**src/rtl/coproc_pkg.sv**
```systemverilog
// Shared definitions for the distance coprocessor: op codes, sequencer states
// and the result width in bytes.
package coproc_pkg;

   localparam logic [7:0] OP_NOP     = 8'd0;
   localparam logic [7:0] OP_LOAD_A  = 8'd97;
   localparam logic [7:0] OP_LOAD_B  = 8'd98;
   localparam logic [7:0] OP_MANDIST = 8'd103;
   localparam logic [7:0] OP_READ    = 8'd114;

   localparam int BYTES_RESULT = 3;

   typedef enum logic [2:0] {
      ST_IDLE,
      ST_SETTLE,
      ST_WAIT_RDY,
      ST_CAPTURE,
      ST_SEND,
      ST_WAIT_TX,
      ST_DONE
   } state_e;

endpackage

```
**src/rtl/result_serializer.sv**
```systemverilog
// Captures a multi-byte result on start and streams it LSB-first to a UART
// transmitter using a tx_start pulse / tx_busy handshake.
module result_serializer
   import coproc_pkg::*;
#(
   parameter int NBYTES = BYTES_RESULT
) (
   input  logic                  clk,
   input  logic                  rst_n,
   input  logic                  start,
   input  logic [8*NBYTES-1:0]   data,
   input  logic                  tx_busy,
   output logic [7:0]            tx_data,
   output logic                  tx_start,
   output logic                  finished
);

   localparam int IDX_W = $clog2(NBYTES + 1);

   state_e                     st_q, st_d;
   logic [NBYTES-1:0][7:0]     cap_q, cap_d;
   logic [IDX_W-1:0]           idx_q, idx_d;
   logic                       seen_q, seen_d;
   logic                       gcnt_q, gcnt_d;
   logic                       last_byte;

   assign last_byte = (idx_q == IDX_W'(NBYTES - 1));

   // tx_start is decoded from state so the byte leaves in the first SEND cycle
   assign tx_start = (st_q == ST_SEND) && !tx_busy;
   assign tx_data  = ((st_q == ST_SEND) || (st_q == ST_WAIT_TX)) ? cap_q[idx_q] : 8'h00;
   assign finished = (st_q == ST_WAIT_TX) && seen_q && !tx_busy && last_byte;

   always_comb begin
      st_d   = st_q;
      cap_d  = cap_q;
      idx_d  = idx_q;
      seen_d = seen_q;
      gcnt_d = gcnt_q;
      case (st_q)
         ST_IDLE: begin
            if (start) begin
               cap_d = data;
               idx_d = '0;
               st_d  = ST_SEND;
            end
         end
         ST_SEND: begin
            if (!tx_busy) begin
               seen_d = 1'b0;
               gcnt_d = 1'b0;
               st_d   = ST_WAIT_TX;
            end
         end
         ST_WAIT_TX: begin
            // busy must be seen high (or two cycles pass) before its fall counts
            if (!seen_q) begin
               if (tx_busy || gcnt_q) seen_d = 1'b1;
               gcnt_d = 1'b1;
            end else if (!tx_busy) begin
               if (last_byte) begin
                  st_d = ST_IDLE;
               end else begin
                  idx_d = idx_q + 1'b1;
                  st_d  = ST_SEND;
               end
            end
         end
         default: st_d = ST_IDLE;
      endcase
   end

   always_ff @(posedge clk or negedge rst_n) begin
      if (!rst_n) begin
         st_q   <= ST_IDLE;
         cap_q  <= '0;
         idx_q  <= '0;
         seen_q <= 1'b0;
         gcnt_q <= 1'b0;
      end else begin
         st_q   <= st_d;
         cap_q  <= cap_d;
         idx_q  <= idx_d;
         seen_q <= seen_d;
         gcnt_q <= gcnt_d;
      end
   end

endmodule

```
**src/rtl/man_dist_sequencer.sv**
```systemverilog
// Sequences one Manhattan-distance command: drives the op, waits for the adder
// tree to settle, captures the result and hands it to the byte serializer.
module man_dist_sequencer
   import coproc_pkg::*;
#(
   parameter int SETTLE_CYCLES  = 12,
   parameter int TIMEOUT_CYCLES = 255
) (
   input  logic        clk,
   input  logic        rst_n,
   input  logic        cmd_valid,
   input  logic [7:0]  cmd_op,
   output logic        cmd_ready,
   output logic [7:0]  dp_op,
   input  logic        dp_calc_ready,
   input  logic [23:0] dp_result,
   output logic [7:0]  tx_data,
   output logic        tx_start,
   input  logic        tx_busy,
   output logic        busy,
   output logic        done,
   output logic        err
);

   localparam int CNT_W = $clog2(SETTLE_CYCLES + 1);
   localparam int TO_W  = $clog2(TIMEOUT_CYCLES + 1);

   state_e             state_q, state_d;
   logic [CNT_W-1:0]   cnt_q, cnt_d;
   logic [TO_W-1:0]    tmo_q, tmo_d;
   logic [7:0]         op_q, op_d;
   logic               err_q, err_d;
   logic               ser_start;
   logic               ser_fin;

   assign ser_start = (state_q == ST_CAPTURE);
   assign cmd_ready = (state_q == ST_IDLE);
   assign busy      = (state_q != ST_IDLE);
   assign done      = (state_q == ST_DONE);
   assign dp_op     = op_q;
   assign err       = err_q;

   always_comb begin
      state_d = state_q;
      cnt_d   = cnt_q;
      tmo_d   = tmo_q;
      op_d    = op_q;
      err_d   = 1'b0;
      case (state_q)
         ST_IDLE: begin
            if (cmd_valid) begin
               if (cmd_op == OP_MANDIST) begin
                  op_d    = cmd_op;
                  cnt_d   = '0;
                  tmo_d   = '0;
                  state_d = ST_SETTLE;
               end else begin
                  err_d = 1'b1;
               end
            end
         end
         ST_SETTLE: begin
            if (cnt_q == CNT_W'(SETTLE_CYCLES - 1)) state_d = ST_WAIT_RDY;
            else                                    cnt_d   = cnt_q + 1'b1;
         end
         ST_WAIT_RDY: begin
            if (dp_calc_ready) begin
               state_d = ST_CAPTURE;
            end else if (tmo_q == TO_W'(TIMEOUT_CYCLES - 1)) begin
               err_d   = 1'b1;
               op_d    = 8'h00;
               state_d = ST_IDLE;
            end else begin
               tmo_d = tmo_q + 1'b1;
            end
         end
         ST_CAPTURE: state_d = ST_SEND;
         // SEND covers the whole byte stream; the serializer tracks SEND/WAIT_TX
         ST_SEND, ST_WAIT_TX: begin
            if (ser_fin) begin
               op_d    = 8'h00;
               state_d = ST_DONE;
            end
         end
         ST_DONE: state_d = ST_IDLE;
         default: state_d = ST_IDLE;
      endcase
   end

   always_ff @(posedge clk or negedge rst_n) begin
      if (!rst_n) begin
         state_q <= ST_IDLE;
         cnt_q   <= '0;
         tmo_q   <= '0;
         op_q    <= 8'h00;
         err_q   <= 1'b0;
      end else begin
         state_q <= state_d;
         cnt_q   <= cnt_d;
         tmo_q   <= tmo_d;
         op_q    <= op_d;
         err_q   <= err_d;
      end
   end

   result_serializer #(
      .NBYTES (BYTES_RESULT)
   ) u_ser (
      .clk      (clk),
      .rst_n    (rst_n),
      .start    (ser_start),
      .data     (dp_result),
      .tx_busy  (tx_busy),
      .tx_data  (tx_data),
      .tx_start (tx_start),
      .finished (ser_fin)
   );

endmodule

```
**config.mk**
```make
export PLATFORM = sky130hd
export DESIGN_NAME = man_dist_sequencer
export DESIGN_NICKNAME = d
export VERILOG_FILES = /design/src/rtl/coproc_pkg.sv /design/src/rtl/result_serializer.sv /design/src/rtl/man_dist_sequencer.sv
export SDC_FILE = /design/constraint.sdc
export NUM_CORES = 1
export LEC_CHECK = 0
export CORE_MARGIN = 3
export CORE_UTILIZATION = 51
export DETAILED_ROUTE_END_ITERATION = 8
export HOLD_SLACK_MARGIN = 0.02
export PLACE_DENSITY = 0.79
export SETUP_SLACK_MARGIN = 0.4
export SYNTH_ARGS = -nofsm -noshare
export SYNTH_HDL_FRONTEND = slang
export SYNTH_HIERARCHICAL = 1
export SYNTH_SLANG_ARGS = --single-unit
```
**constraint.sdc**
```tcl
create_clock -name clk -period 2.2 [get_ports clk]
set_clock_uncertainty 0.1 [all_clocks]
set_input_delay 0.44 -clock clk [delete_from_list [all_inputs] [get_ports clk]]
set_output_delay 0.44 -clock clk [all_outputs]
set_load 0.005 [all_outputs]
```
# ---- Word-level counts from Yosys, hierarchy flattened
# Cells that the tools add are included.
# W data, S select, Z words.
dict set report word_totals {
  out_inout_bits 21
  input_bits 37
  reg_bits 55
}
dict set report op_classes {
  n_mux 47
  reduce_logical 25
  eq_ne 27
  order_cmp 1
  add_sub_neg 3
}
# op count
set op_table {}
lappend op_table {{$mux W8} 11}
lappend op_table {{$mux W3} 11}
lappend op_table {{$ne A2 B2 Y1 const B} 12}
lappend op_table {{$pmux W8 S3} 1}
lappend op_table {{$bmux W8 S2} 1}
lappend op_table {{$pmux W8 S2} 1}
lappend op_table {{$eq A3 B3 Y1 const B} 5}
lappend op_table {{$pmux W3 S5} 1}
lappend op_table {{$reduce_and A5 Y1} 3}
lappend op_table {{$mux W4} 3}
lappend op_table {{$pmux W3 S3} 1}
lappend op_table {{$add A8 B1 Y8 const B} 1}
lappend op_table {{$eq A8 B7 Y1 const B} 1}
lappend op_table {{$eq A8 B8 Y1 const B} 1}
lappend op_table {{$mux W1} 8}
lappend op_table {{$mux W2} 4}
lappend op_table {{$pmux W4 S2} 1}
lappend op_table {{$reduce_and A4 Y1} 2}
lappend op_table {{$reduce_bool A2 Y1} 4}
lappend op_table {{$eq A3 B2 Y1 const B} 2}
lappend op_table {{$logic_not A3 Y1} 2}
lappend op_table {{$pmux W1 S2} 3}
lappend op_table {{$reduce_and A6 Y1} 1}
lappend op_table {{$reduce_bool A3 Y1} 2}
lappend op_table {{other kinds (15)} 21}

# ---- Logic depth before layout (Yosys ltp)
# Gate-level depths: netlist of the first run.
dict set report logic_depth {
  depth_word 6
  depth_mapped 8
  ltp_nobuf 8
}

# ---- Cells and area by module
# The synthesis of the first run kept the hierarchy.
# module cells_per_inst instances area_per_inst_um2
set modules_own_cells {}
lappend modules_own_cells {result_serializer 120 1 1445.1}
lappend modules_own_cells {man_dist_sequencer 125 1 1341.3}

# ---- Least setup slack after synthesis of the first run
# Ideal clock, no wire load.
dict set report synth_timing {
  path_kind {reg2reg}
  from {register state_q[2]}
  to {register u_ser/cap_q[15] (netlist bit)}
  synth_period_minus_slack_ps 1949
  arrival_time_ps 1724
  path_stages_with_launch 7
  setup_slack_ps 251
  path_buffers 2
  cell_sequence {dfrtp_1 buf_6 and2b_2 and2_1 nor3b_4 buf_4 mux2_2}
}
dict set report synth_via {
  elab_chain_len 2
}
# element line
set synth_rtl {}
lappend synth_rtl {{start: declaration} man_dist_sequencer.sv:28} ;# state_e state_q, state_d;
lappend synth_rtl {{start signal: assignment} man_dist_sequencer.sv:98} ;# state_q <= state_d;
lappend synth_rtl {{$eq A3 B2 Y1} man_dist_sequencer.sv:36} ;# assign ser_start = (state_q == ST_CAPTURE);
lappend synth_rtl {{named net ser_start} man_dist_sequencer.sv:33} ;# logic ser_start;
lappend synth_rtl {{$reduce_and A2 Y1 (no source line)} --}
lappend synth_rtl {{end signal: assignment} result_serializer.sv:82} ;# cap_q <= cap_d;
lappend synth_rtl {{end: declaration} result_serializer.sv:21} ;# logic [NBYTES-1:0][7:0] cap_q, cap_d;
# The timed path passes the listed nets, and every way through them passes these cells.
# A chain may end at the register's enable or synchronous reset.

# ---- Final worst setup path of the first run
dict set report layout_timing {
  from {register u_ser.idx_q[1]}
  to {output port tx_data[3]}
}
dict set report layout_via {
  elab_chain_len 3
}
# element line
set layout_rtl {}
lappend layout_rtl {{start: declaration} result_serializer.sv:22} ;# logic [IDX_W-1:0] idx_q, idx_d;
lappend layout_rtl {{start signal: assignment} result_serializer.sv:83} ;# idx_q <= idx_d;
lappend layout_rtl {{$bmux W8 S2} result_serializer.sv:31} ;# assign tx_data = ((st_q == ST_SEND) || (st_q == ST_WAIT_TX)) ? cap_q[idx_q] : 8'h00;
lappend layout_rtl {{$mux W8 (not written as such)} result_serializer.sv:31}
lappend layout_rtl {{$mux W8} result_serializer.sv:31}
lappend layout_rtl {{end: declaration} man_dist_sequencer.sv:17} ;# output logic [7:0] tx_data,
# No other way between the ends. The select of a mux whose other input is x is not followed.

==> out/results.ini, run 1 <==
[run_status]
run_status = finished clean

[floorplan]
die_h_um = 79.9
core_area_mm2 = 0.00520
num_rows = 26
die_w_um = 79.9
dieArea_mm2 = 0.00639
io_pins = 58
start_util_pct = 53.5

[layout]
syn2layout_area_growth_pct = 52.8
final_cell_mix = 51 x dfrtp_1, 42 x clkdlybuf4s50_1, 30 x mux2_4, 29 x buf_4, 21 x buf_6
drive_gt1_share_pct = 44.1
fillerInstances = 300
final_nets = 395
diodes = 0
final_cells = 424
layout_commonest_cell = dfrtp_1

[critical_path]
rrSetupSlack_ps = 170
cp-end-kind = primary output
worst_setup_path_start_kind = flip-flop
crit_type = reg2out
crit_start = u_ser/idx_q[1]
cp.arrival_ps = 1530
worstPathMaxFanout = 4
r2r_cells = 8
cp-endpoint = tx_data[3]
worstReg2RegStart = u_ser/idx_q[1]
crit-reg2reg-capture = dp_op[0]
crit_required_ps = 1660

[timing]
finalSetupViolCount = 0
relSlewSlack_pct = 76.8
max_freq_mhz = 482
timing.hold.ws_ps = 16.8
tightest_slew_ps = 346
finalHoldViolCount = 0
finalMaxSlewViolations = 0
min_period_ps = 2070
rsz0062_at_grt = yes
timing.final.crit_share_pct = 94.3

[routing]
dr.pass1.iters = 4
wl_per_cell_um = 17.9
finalWirelength_um = 7580
vias_per_cell = 5.54
drc_errors = 0
detail-route-antenna-nets = 0
via_count = 2351
drt-initial-drc-count = 132

[synth]
async_reset_ff_share_pct = 100
ys_ff_latch = 54
synth_warnings = 6
ys_seq_area_share_pct = 48.5
synth_nets = 286
syn_area_mm2 = 0.00279
syn_area_per_cell_um2 = 11.4
ys_types = 56
syn_inst = 245
synth_edf_count = 0
synth_flop_cell = dfrtp_1

[clock_network]
clk_latency_ps = 310
cts_htree_levels = 2
clk_pin_slew_ps = 100
cts_buffer_depth = 2
clock-sinks = 54
cts_hold_buf = 0
clock-root-buffer = clkbuf_8
numCtsBuffers = 5
tritoncts = done

[job]
maxCapViolCount = 0

[global_routing]
antenna_found_initial = 0
grt_pass1_vias = 2481
grt_usage_pct = 24.0
grt_max_degree = 55
grt_pass1_wl_um = 11900
gr-total-overflow = 0

[placed_design]
place_congestion = 0.833
dpl.hpwl_um = 4370
io_buffers = 57
dp_cells = 386

[power]
leakage_nw = 1.90
powerDensity_mw_per_mm2 = 1160
peakVddDrop_v = 0.000709

[worst_hold_path]
hp-class = in2async

[where the power goes]
group / switching [W] / leakage (nW) / total [W] / internal, W
sequential: 0.000272 / 0.688 / 0.00162 / 0.00135
clock: 0.000305 / 0.0373 / 0.000524 / 0.000219
combinational: 0.00114 / 1.17 / 0.00279 / 0.00166
total: 0.00171 / 1.90 / 0.00494 / 0.00322
[cell usage after synthesis (2+ instances only)]
cell / number / area, µm²
and4_1: 2 / 17.5
nor2_1: 12 / 45.0
dfrtp_1: 54 / 1350
a21oi_2: 2 / 17.5
o21ai_1: 4 / 20.0
nor3_1: 2 / 10.0
o21ai_0: 5 / 25.0
and2_1: 2 / 12.5
nand3_1: 9 / 45.0
buf_2: 2 / 10.0
buf_4: 3 / 22.5
nor4_1: 2 / 12.5
a31oi_1: 4 / 25.0
nand2b_1: 4 / 25.0
o21a_1: 5 / 37.5
buf_6: 3 / 33.8
mux2_2: 34 / 383
inv_1: 6 / 22.5
nor2b_1: 6 / 37.5
ha_1: 4 / 50.1
mux2i_1: 5 / 50.1
a21o_1: 3 / 22.5
nand2_1: 23 / 86.3
a21oi_1: 9 / 45.0
a21boi_0: 7 / 52.6
nand4_1: 3 / 18.8
[timing repair]
item	CTS	global route
gates cloned	3	0
hold endpoints to repair	0	0
setup buffers	15	13
pin swaps	12	15
endpoints found under the setup margin	55	57
gates resized for setup	101	46
[worst min path at each step]
stage                            to  cells past startpoint   from
floorplan                  cnt_q[0]                      0  rst_n
global placement     u_ser/cap_q[8]                      2  rst_n
detailed placement   u_ser/cap_q[4]                      2  rst_n
CTS                  u_ser/cap_q[6]                      2  rst_n
global route        u_ser/cap_q[23]                      2  rst_n
finish              u_ser/cap_q[15]                      2  rst_n
[critical path, cell delays in order (launching register included)]
cell      delay [ps]
dfrtp_1          420
buf_6            140
buf_6            120
mux2_4           300
nand2_2           70
a21boi_2          50
buf_2            120
[state kept, by name (all words and copies together), names as in the netlist]
name,flops
state_q,3
u_ser/st_q,2
u_ser/seen_q,1
u_ser/idx_q,2
err,1
dp_op,8
tmo_q,8
u_ser/cap_q,24
u_ser/gcnt_q,1
cnt_q,4
[cells by family after synthesis]
logic type                 after synthesis  synth area share [%]
AOI/OAI and AO/OA                       48                  11.9
muxes                                   40                  15.9
buffers and inverters                   17                  3.77
and+or+nand+nor                         81                  17.8
adders and majority gates                4                  1.80
xor gates and xnor gates                 1                 0.314
DFF                                     54                  48.5
[layer usage]
layer	vias up	global-route usage, %	wire [µm]
li1	1111	-	-
met1	1154	31.0	3210
met2	73	41.0	3850
met3	13	4.29	397
met4	0	7.26	116
met5	-	0	0
[stage by stage]
step           TNS [ps]  total power, W  setup WS (ps)  util, %  area, µm²
2_1_floorplan         0         0.00281            287        -       2810
3_3_place_gp      -45.5         0.00346          -45.5     68.9       3590
3_5_place_dp       -363         0.00353          -96.4     68.9       3590
4_1_cts               0         0.00452            134     76.7       3990
5_1_grt               0         0.00524           70.9     81.8       4260
6_report              0         0.00494            125     81.8       4260
[area by class of cell]
class | instances | area (µm²) | area share (%)
Clock inverter | 1 | 7.51 | 0.176
Clock buffer | 6 | 72.6 | 1.70
Sequential cell | 54 | 1360 | 31.8
Inverter | 8 | 38.8 | 0.911
Tap cell | 70 | 87.6 | 2.06
Multi-Input combinational cell | 174 | 1600 | 37.6
Timing Repair Buffer | 111 | 1090 | 25.7
(Power assumes the default switching activity.)
==> run 2, diff against run 1 <==
--- a/config.mk
+++ b/config.mk
@@ -6,10 +6,11 @@
 export NUM_CORES = 1
 export LEC_CHECK = 0
 export CORE_MARGIN = 3
-export CORE_UTILIZATION = 51
+export CORE_UTILIZATION = 60
 export DETAILED_ROUTE_END_ITERATION = 8
+export DONT_BUFFER_PORTS = 1
 export HOLD_SLACK_MARGIN = 0.02
-export PLACE_DENSITY = 0.79
+export PLACE_DENSITY = 0.75
 export SETUP_SLACK_MARGIN = 0.4
 export SYNTH_ARGS = -nofsm -noshare
 export SYNTH_HDL_FRONTEND = slang
==> constraint.sdc (replaced) <==
create_clock -name clk -period 2.6 [get_ports clk]
set_clock_uncertainty 0.1 [all_clocks]
set_input_delay 0.52 -clock clk [delete_from_list [all_inputs] [get_ports clk]]
set_output_delay 0.52 -clock clk [all_outputs]
set_load 0.005 [all_outputs]
==> out/results.ini, run 2 (synthesis results as in run 1) <==
[critical_path]
r2r_cells = 6  ; -2
worst_setup_path_start_kind = flip-flop
crit_buf_inv = 1  ; -2
cp.depth = 6  ; unchanged
critical-path-max-stage-delay_ps = 470  ; +50 ps
crit_required_ps = 2700  ; +1040 ps
crit_type = reg2reg
slowest_stage = dfrtp_1
crit_family = simple AND/OR/NAND/NOR gates
cp.arrival_ps = 2170  ; +640 ps
worstPathMaxFanout = 8  ; +4
path_cells = inv_1, ha_1, nand3_1, o41a_1, or4_4, o21a_1
cp-end-kind = flip-flop

[layout]
fillerInstances = 338  ; +13%
drive_gt1_share_pct = 25.7  ; -18 points
diodes = 0  ; unchanged
fin_util_pct = 67.3  ; -15 points
multiInputGateArea_mm2 = 0.00134  ; -16%
syn2layout_area_growth_pct = 6.56
largest_reg_flops = 24  ; unchanged
design_area_mm2 = 0.00297  ; -30%
final_cell_mix = 53 x dfrtp_1, 34 x mux2_2, 23 x nand2_1, 12 x nor2_1
layout_commonest_cell = dfrtp_1
top_register = u_ser/cap_q
ff_latch_area_mm2 = 0.00135  ; -0.18%
final_nets = 289  ; -27%

[floorplan]
die_h_um = 74.1  ; -7.2%
start_util_pct = 63.1  ; +9.6 points
die_w_um = 74.1  ; -7.2%
num_rows = 24  ; -7.7%
dieArea_mm2 = 0.00550  ; -14%
io_pins = 58  ; unchanged
core_area_mm2 = 0.00441  ; -15%

[placed_design]
dpl-instance-area_mm2 = 0.00280  ; -22%
dpl.hpwl_um = 3760  ; -14%
place_congestion = 0.849  ; +1.8%
io_buffers = 0  ; -100%

[routing]
finalWirelength_um = 5150  ; -32%
drc_errors = 0  ; unchanged
wl_per_cell_um = 17.1  ; -4.3%
vias_per_cell = 6.12  ; +10%
via_count = 1842  ; -22%
detail-route-antenna-nets = 0  ; unchanged
drt-initial-drc-count = 80  ; -39%
dr.pass1.iters = 4  ; unchanged

[clock_network]
numCtsBuffers = 5  ; unchanged
cts_buffer_depth = 2  ; unchanged
clock-root-buffer = clkbuf_8
clk_pin_slew_ps = 90  ; about the same
clk_latency_ps = 310  ; about the same
tritoncts = done
cts_htree_levels = 2  ; unchanged
cts_setup_buffers = 0  ; -15
clock-sinks = 54  ; unchanged

[timing]
finalSetupViolCount = 0  ; unchanged
finalHoldViolCount = 0  ; unchanged
finalMaxSlewViolations = 0  ; unchanged
setup-tns-final_ps = 0  ; unchanged
max_freq_mhz = 484
rsz0062_at_grt = no
tightest_slew_ps = 597  ; +251 ps
relSlewSlack_pct = 59.9  ; -17 points
min_period_ps = 2070
timing.hold.ws_ps = 254  ; +237 ps
timing.final.crit_share_pct = 79.4

[power]
peakVddDrop_v = 0.000526  ; -26%
leakage_nw = 1.28  ; -32%
fin_total_pwr_w = 0.00314  ; -36%
powerDensity_mw_per_mm2 = 1060  ; -8.8%

[global_routing]
grt_pass1_wl_um = 8340  ; -30%
grt_usage_pct = 19.6  ; -4.5 points
grt_pass1_vias = 1765  ; -29%
grt_max_degree = 55  ; unchanged
gr-total-overflow = 0  ; unchanged
antenna_found_initial = 0  ; unchanged

[worst_hold_path]
hp-class = in2reg
whs_path_depth = 1

[job]
maxCapViolCount = 0  ; unchanged

[run_status]
run_status = finished clean

[run 2: cell types whose count changed in the layout (fill, tap and decap cells not counted), sizes merged]
| cell | change |
|---|---|
| bufinv | +1 |
| dlygate4sd3 | +1 |
| buf | -62 |
| clkdlybuf4s50 | -42 |
| dlygate4sd2 | -3 |
[run 2: final timing paths]
kind                       slack, ps         start        endpoint
setup / recovery                 530      tmo_q[0]        dp_op[0]
hold / removal                   250  dp_result[8]  u_ser/cap_q[8]
setup reg to reg                 530      tmo_q[0]        dp_op[0]
hold reg to reg                  400      tmo_q[7]        tmo_q[7]
max in group asynchronous       1550         rst_n  u_ser/idx_q[1]
min in group asynchronous        630         rst_n  u_ser/cap_q[1]
[run 2: stage by stage]
| stage | worst slack (ps) | std cells |
|---|---|---|
| 5_1_grt | 447 | 301 |
| 6_report | 535 | 301 |
| 4_1_cts | 467 | 301 |
| 2_1_floorplan | 651 | 245 |
| 3_5_place_dp | 481 | 291 |
| 3_3_place_gp | 494 | 291 |
[run 2: routing by layer]
layer | vias up | global-route usage [%] | routed length [µm]
met5 | - | 0 | 0
li1 | 888 | - | -
met4 | 0 | 6.84 | 77
met3 | 8 | 5.00 | 384
met2 | 61 | 33.1 | 2510
met1 | 885 | 24.3 | 2170
[run 2: layout make-up]
cell class              instances  area share [%]
flip-flops and latches         54            45.6
multi-input cells             174            45.2
clock buffers                   6            2.44
well taps                      52            2.19
repair buffers                  5            2.02
inverters                       8            1.31
clock inverters                 2            1.26
[run 2: timing repair]
| item | 4_1_cts | 5_1_grt |
|---|---|---|
| setup endpoints to repair | 7 | 10 |
| hold endpoints to repair | 54 | 0 |
| hold buffers | 2 | 0 |
| pin swaps | 0 | 0 |
| gates resized for setup | 3 | 2 |
[run 2: where the power goes]
| group | internal [W] | total (W) | switching (W) |
|---|---|---|---|
| logic | 0.000618 | 0.00112 | 0.000501 |
| registers | 0.00114 | 0.00146 | 0.000329 |
| clock network | 0.000287 | 0.000557 | 0.000269 |
